--- src/rtl/alu_seq.sv ---
// Handshaked ALU: single-cycle logic/arith/compare ops, iterative left shift.
// Results and flags are registered and held until the consumer takes them.
module alu_seq #(
    parameter int unsigned WIDTH      = 32,
    parameter bit          SIGNED_SLT = 1'b0
) (
    input  logic             clk,
    input  logic             rst_n,
    input  logic             in_valid,
    output logic             in_ready,
    input  logic [2:0]       alu_op,
    input  logic [WIDTH-1:0] a,
    input  logic [WIDTH-1:0] b,
    output logic             out_valid,
    input  logic             out_ready,
    output logic [WIDTH-1:0] f,
    output logic             zf,
    output logic             cf,
    output logic             of
);

    localparam int unsigned CNT_W = $clog2(WIDTH);
    localparam int unsigned MSB   = WIDTH - 1;

    typedef enum logic [1:0] {
        IDLE  = 2'd0,
        SHIFT = 2'd1,
        DONE  = 2'd2
    } state_t;

    state_t             r_state;
    state_t             w_state_nxt;
    logic [WIDTH-1:0]   r_f, w_f_nxt;
    logic               r_zf, w_zf_nxt;
    logic               r_cf, w_cf_nxt;
    logic               r_of, w_of_nxt;
    logic               r_out_valid, w_out_valid_nxt;
    logic [WIDTH-1:0]   r_work, w_work_nxt;
    logic [CNT_W-1:0]   r_cnt, w_cnt_nxt;

    logic [WIDTH:0]     w_sum;
    logic [WIDTH:0]     w_diff;
    logic               w_lt;
    logic [WIDTH-1:0]   w_work_sh;
    logic [WIDTH-1:0]   w_ld_f;
    logic               w_ld_cf;
    logic               w_ld_of;
    logic               w_ld_iter;
    logic               w_take;

    assign w_sum     = {1'b0, a} + {1'b0, b};
    assign w_diff    = {1'b0, a} - {1'b0, b};
    assign w_lt      = SIGNED_SLT ? ($signed(a) < $signed(b)) : (a < b);
    assign w_work_sh = r_work << 1;

    assign in_ready  = (r_state == IDLE) || ((r_state == DONE) && out_ready);
    assign out_valid = r_out_valid;
    assign f         = r_f;
    assign zf        = r_zf;
    assign cf        = r_cf;
    assign of        = r_of;

    // Result of the presented op as it would be loaded on accept
    always_comb begin
        w_ld_f    = '0;
        w_ld_cf   = 1'b0;
        w_ld_of   = 1'b0;
        w_ld_iter = 1'b0;
        case (alu_op)
            3'b000: w_ld_f = a & b;
            3'b001: w_ld_f = a | b;
            3'b010: w_ld_f = a ^ b;
            3'b011: w_ld_f = ~(a ^ b);
            3'b100: begin
                w_ld_f  = w_sum[WIDTH-1:0];
                w_ld_cf = w_sum[WIDTH];
                w_ld_of = (a[MSB] == b[MSB]) && (w_sum[MSB] != a[MSB]);
            end
            3'b101: begin
                w_ld_f  = w_diff[WIDTH-1:0];
                w_ld_cf = w_diff[WIDTH];
                w_ld_of = (a[MSB] != b[MSB]) && (w_diff[MSB] != a[MSB]);
            end
            3'b110: w_ld_f = {{(WIDTH-1){1'b0}}, w_lt};
            3'b111: begin
                if (a == '0) begin
                    w_ld_f = b;
                end else if (a >= WIDTH'(WIDTH)) begin
                    w_ld_f = '0;
                end else begin
                    // n == 1 finishes on the accept edge; larger n iterates
                    w_ld_f    = b << 1;
                    w_ld_iter = (a != WIDTH'(1));
                end
            end
        endcase
    end

    // Next-state and result-register logic
    always_comb begin
        w_state_nxt = r_state;
        w_f_nxt     = r_f;
        w_zf_nxt    = r_zf;
        w_cf_nxt    = r_cf;
        w_of_nxt    = r_of;
        w_work_nxt  = r_work;
        w_cnt_nxt   = r_cnt;
        w_take      = 1'b0;
        case (r_state)
            IDLE: w_take = in_valid;
            SHIFT: begin
                w_work_nxt = w_work_sh;
                w_cnt_nxt  = r_cnt - CNT_W'(1);
                if (r_cnt == CNT_W'(1)) begin
                    w_f_nxt     = w_work_sh;
                    w_zf_nxt    = (w_work_sh == '0);
                    w_cf_nxt    = 1'b0;
                    w_of_nxt    = 1'b0;
                    w_state_nxt = DONE;
                end
            end
            DONE: begin
                if (out_ready) begin
                    if (in_valid) begin
                        w_take = 1'b1;
                    end else begin
                        w_state_nxt = IDLE;
                    end
                end
            end
            default: w_state_nxt = IDLE;
        endcase
        if (w_take) begin
            if (w_ld_iter) begin
                w_state_nxt = SHIFT;
                w_work_nxt  = b << 1;
                w_cnt_nxt   = CNT_W'(a - WIDTH'(1));
            end else begin
                w_state_nxt = DONE;
                w_f_nxt     = w_ld_f;
                w_zf_nxt    = (w_ld_f == '0);
                w_cf_nxt    = w_ld_cf;
                w_of_nxt    = w_ld_of;
            end
        end
        w_out_valid_nxt = (w_state_nxt == DONE);
    end

    always_ff @(posedge clk or negedge rst_n) begin
        if (!rst_n) begin
            r_state     <= IDLE;
            r_f         <= '0;
            r_zf        <= 1'b0;
            r_cf        <= 1'b0;
            r_of        <= 1'b0;
            r_out_valid <= 1'b0;
            r_work      <= '0;
            r_cnt       <= '0;
        end else begin
            r_state     <= w_state_nxt;
            r_f         <= w_f_nxt;
            r_zf        <= w_zf_nxt;
            r_cf        <= w_cf_nxt;
            r_of        <= w_of_nxt;
            r_out_valid <= w_out_valid_nxt;
            r_work      <= w_work_nxt;
            r_cnt       <= w_cnt_nxt;
        end
    end

endmodule

--- config.mk ---
export PLATFORM = sky130hd
export DESIGN_NAME = alu_seq
export DESIGN_NICKNAME = d
export VERILOG_FILES = /design/src/rtl/alu_seq.sv
export SDC_FILE = /design/constraint.sdc
export NUM_CORES = 1
export LEC_CHECK = 0
export BUFFER_PORTS_ARGS = -buffer_cell sky130_fd_sc_hd__buf_2
export CAP_MARGIN = 20
export CORE_AREA = 2 2 136 138
export CTS_CLUSTER_DIAMETER = 100
export CTS_CLUSTER_SIZE = 40
export DETAILED_ROUTE_END_ITERATION = 6
export DIE_AREA = 0 0 138 140
export PLACE_DENSITY = 0.85
export SLEW_MARGIN = 20
export SYNTH_ARGS = -nofsm -noshare
export SYNTH_HDL_FRONTEND = slang
export SYNTH_SLANG_ARGS = --single-unit
--- constraint.sdc ---
create_clock -name clk -period 3.4 [get_ports clk]
set_clock_uncertainty 0.05 [all_clocks]
set_input_delay 0.17 -clock clk [delete_from_list [all_inputs] [get_ports clk]]
set_output_delay 0.17 -clock clk [all_outputs]
set_load 0.05 [all_outputs]
==> results.ini <==
[timing]
period_share_pct=100.7
rsz0062_at_grt=true
fmax_mhz=292.1
maxSlewHeadroom_pct=38.23
period_minus_slack_ns=3.423
worst_slack_ns=-0.02302
report.final.slew_viol_count=0
hold_viol_final=0
tightestPinTransition_ns=0.9265
setup-violations-final=1

[global_routing]
grtUsageTotal_pct=46.65
grt_start_max_net_pins=75
grt_pass1_wl_um=71500
grt_pass1_vias=12689
grt_antenna_before_repair=2
grt_overflow=0

[drt]
drt_iter0_markers=1765
wirelength_um=46760
ant_nets=0
vias_per_cell=6.697
drc=0
vias=13293
dr.pass1.iters=6
post_drt_wl_per_cell_um=23.56

[synth]
synthArstFlopShare_pct=100.0
syn_area_um2=10590
synth-main-ff-cell=dfrtp_1
syn_nets=1613
syn_inst=1428
yosys_warnings=0
ys_ff_latch=74
seq_area_frac_synth_pct=17.49
avgSynthCellArea_um2=7.413
ys_types=88
synth_edf_count=0

[worst_hold_path]
hold_path.class=input pin to flip-flop

[floorplanning]
initial_core_util_pct=59.54
ioPinCount=108
dieHeight_um=140
die_area_um2=19320
rows=49
die_width_um=138
core-area_um2=17780

[finish]
nFillCells=1311
final_cells=1985
drive_gt1_share_pct=29.29
area_growth_pct=32.01
final_area_um2=13970
fin_nets=1935
post-route-util_pct=78.59

[power]
p_seq_share_pct=22.6
p_int_mw=2.579
power_frac_comb_pct=53.5
p_sw_share_pct=42.51
pwr-share-clk_pct=23.9
ir_drop_uv=589.1
p_per_area_nw_per_um2=321.1
p_leak_nw=6.549
switching_power_mw=1.907

[status]
violations=negative setup slack
outcome=finished, violations left

[critical_path]
cp_max_fo=3
crit_type=input pin to flip-flop
endpoint=zf$_DFF_PN0_
worstPathRequired_ns=3.62
r2r-start=r_state[1]$_DFF_PN0_
r2r_setup_slack_ns=0.45
worstPathArrival_ns=3.64
end_kind=flip-flop
r2r_end=zf$_DFF_PN0_
cp-start-kind=input pin
reg2reg_depth=9
cp-startpoint=b[0]

[cts]
clk_path_buf_depth=2
cts-root-buf=clkbuf_16
clock_latency_ns=0.34
cts_tree=done
cts.sinks=74
h-tree-depth=3
cts_made_buffers=9
clkTransAtPathRegs_ns=0.06

[flow_run]
maxCapViolCount=0

[placement]
dp_cells=1958
gp_congestion=1.093
placed_cell_area_um2=13260
dp_slack_ns=-0.6031
io_buffer_count=107
hpwl_um=34950

## worst max-delay path, stage by stage
cell       delay, ns
buf_8           0.08
ha_4            0.14
inv_2           0.04
fa_2            0.34
nand2b_4        0.16
a2111oi_4       0.47
buf_4           0.19
nor2_2          0.04
o21bai_1        0.17
o221ai_1        0.14
a21o_1          0.22
or4_4           0.55
nor4_4          0.22
nand4b_1        0.19
nor4_4          0.32
a41o_1          0.19
## stage by stage
stage	total power, mW	TNS [ns]	hold slack [ns]
4_1_cts	4.319	-0.06179	0.08294
6_report	4.487	-0.02302	0.1059
2_1_floorplan	2.295	0	-0.1756
3_3_place_gp	3.191	-2.354	0.2897
3_5_place_dp	3.233	-3.401	0.2940
5_1_grt	4.658	-0.2453	0.09299
## worst min-delay path by stage
stage	startpoint	to	slack, ns	cells past startpoint
4_1_cts	out_ready	out_valid$_DFF_PN0_	0.08	2
5_1_grt	out_ready	r_state[1]$_DFF_PN0_	0.09	2
3_5_place_dp	rst_n	r_cnt[0]$_DFF_PN0_	0.29	1
3_3_place_gp	rst_n	r_cnt[0]$_DFF_PN0_	0.29	1
2_1_floorplan	rst_n	cf$_DFF_PN0_	-0.18	0
6_report	a[0]	r_cnt[0]$_DFF_PN0_	0.11	3
## power by group through the flow
stage          clock network, mW  logic, mW  registers (mW)
3_3_place_gp                   0       2.17            1.02
4_1_cts                     1.07       2.24            1.01
2_1_floorplan                  0      0.997            1.30
3_5_place_dp                   0       2.21            1.02
5_1_grt                     1.11       2.53            1.02
6_report                    1.07       2.40            1.01
## routing by layer
metal	part of all wire, %	GRT usage, %	vias to the layer above
met4	4.2	17.24	2
met5	0.028	0	-
li1	-	-	5874
met2	44	72.82	984
met1	39	61.82	6247
met3	13	13.13	186
## area by class of cell
| type | count | area, um2 | area share [%] |
|---|---|---|---|
| Multi-Input combinational cell | 1151 | 8214 | 58.78 |
| Antenna cell | 1 | 2.502 | 0.01791 |
| Clock buffer | 12 | 266.5 | 1.907 |
| Timing Repair Buffer | 411 | 2893 | 20.70 |
| Clock inverter | 4 | 72.57 | 0.5193 |
| Sequential cell | 74 | 1852 | 13.25 |
| Inverter | 103 | 386.6 | 2.767 |
| Tap cell | 229 | 286.5 | 2.051 |
## sequential cells by signal (all words and copies together) (netlist names)
| signal | count |
|---|---|
| cf | 1 |
| f | 32 |
| of | 1 |
| out_valid | 1 |
| r_cnt | 5 |
| r_state | 2 |
| r_work | 31 |
| zf | 1 |
## cell families (layout without fill, tap and decap cells)
group / Yosys count / in the layout / share of synthesized area [%]
DFF: 74 / 74 / 17.49
adders and majority gates: 114 / 114 / 13.62
muxes: 93 / 93 / 8.960
AOI/OAI and AO/OA: 489 / 489 / 30.74
xor gates and xnor gates: 21 / 21 / 1.738
and+or+nand+nor: 434 / 434 / 19.81
buffers and inverters: 203 / 530 / 7.636
other: 0 / 1 / 0
## repair_timing
item / in CTS / in global routing
hold buffers: 1 / 0
endpoints found under the hold margin: 74 / 0
gates resized for setup: 8 / 56
endpoints found under the setup margin: 5 / 10
pin swaps: 2 / 33
buffers inserted: 3 / 6
## Yosys cell counts, drive strengths merged (7+ instances only)
master / instances / share of area, %
nand2: 95 / 3.4
and3: 10 / 0.59
nand2b: 17 / 1.1
nand4: 14 / 0.83
o221ai: 11 / 0.91
nor3b: 7 / 0.50
o21a: 16 / 1.1
or3: 10 / 0.59
nor2b: 17 / 1.0
o21bai: 10 / 0.71
o22ai: 33 / 2.0
nor3: 31 / 1.5
o31ai: 16 / 1.1
dfrtp: 74 / 17
ha: 112 / 13
nor2: 155 / 5.5
nor4: 30 / 1.8
o21ai: 96 / 4.5
a211oi: 22 / 1.7
a21o: 14 / 0.99
inv: 102 / 3.6
a21oi: 152 / 7.2
buf: 26 / 1.4
xnor2: 18 / 1.5
a31oi: 12 / 0.71
mux2: 14 / 1.5
o211ai: 14 / 0.99
clkbuf: 74 / 2.6
nand3: 24 / 1.1
mux2i: 79 / 7.5
## cells in the final DEF (no fill, tap or decap), types with 5 or more instances in the layout
cell type,count
nor3_1,29
o21a_1,15
o31a_1,6
buf_2,104
a211oi_1,16
nor2_1,153
nand2b_1,16
inv_1,100
o21bai_1,10
o31ai_1,15
a211oi_2,5
ha_1,109
a21oi_1,150
and2_1,6
o211ai_1,14
nand4_1,14
o22a_1,5
o21ai_1,8
or3_1,10
o22ai_1,29
o221ai_1,11
a21o_1,14
nor3b_1,7
a31o_2,5
nand3_1,23
a31oi_1,11
o21ai_0,85
xnor2_1,18
and3_1,10
o311ai_0,5
buf_4,299
nor4_1,27
nor2b_1,15
clkbuf_16,9
mux2_2,14
dfrtp_1,74
nand2_1,94
mux2i_1,78
No activity file was read; power rests on OpenSTA's default activity.
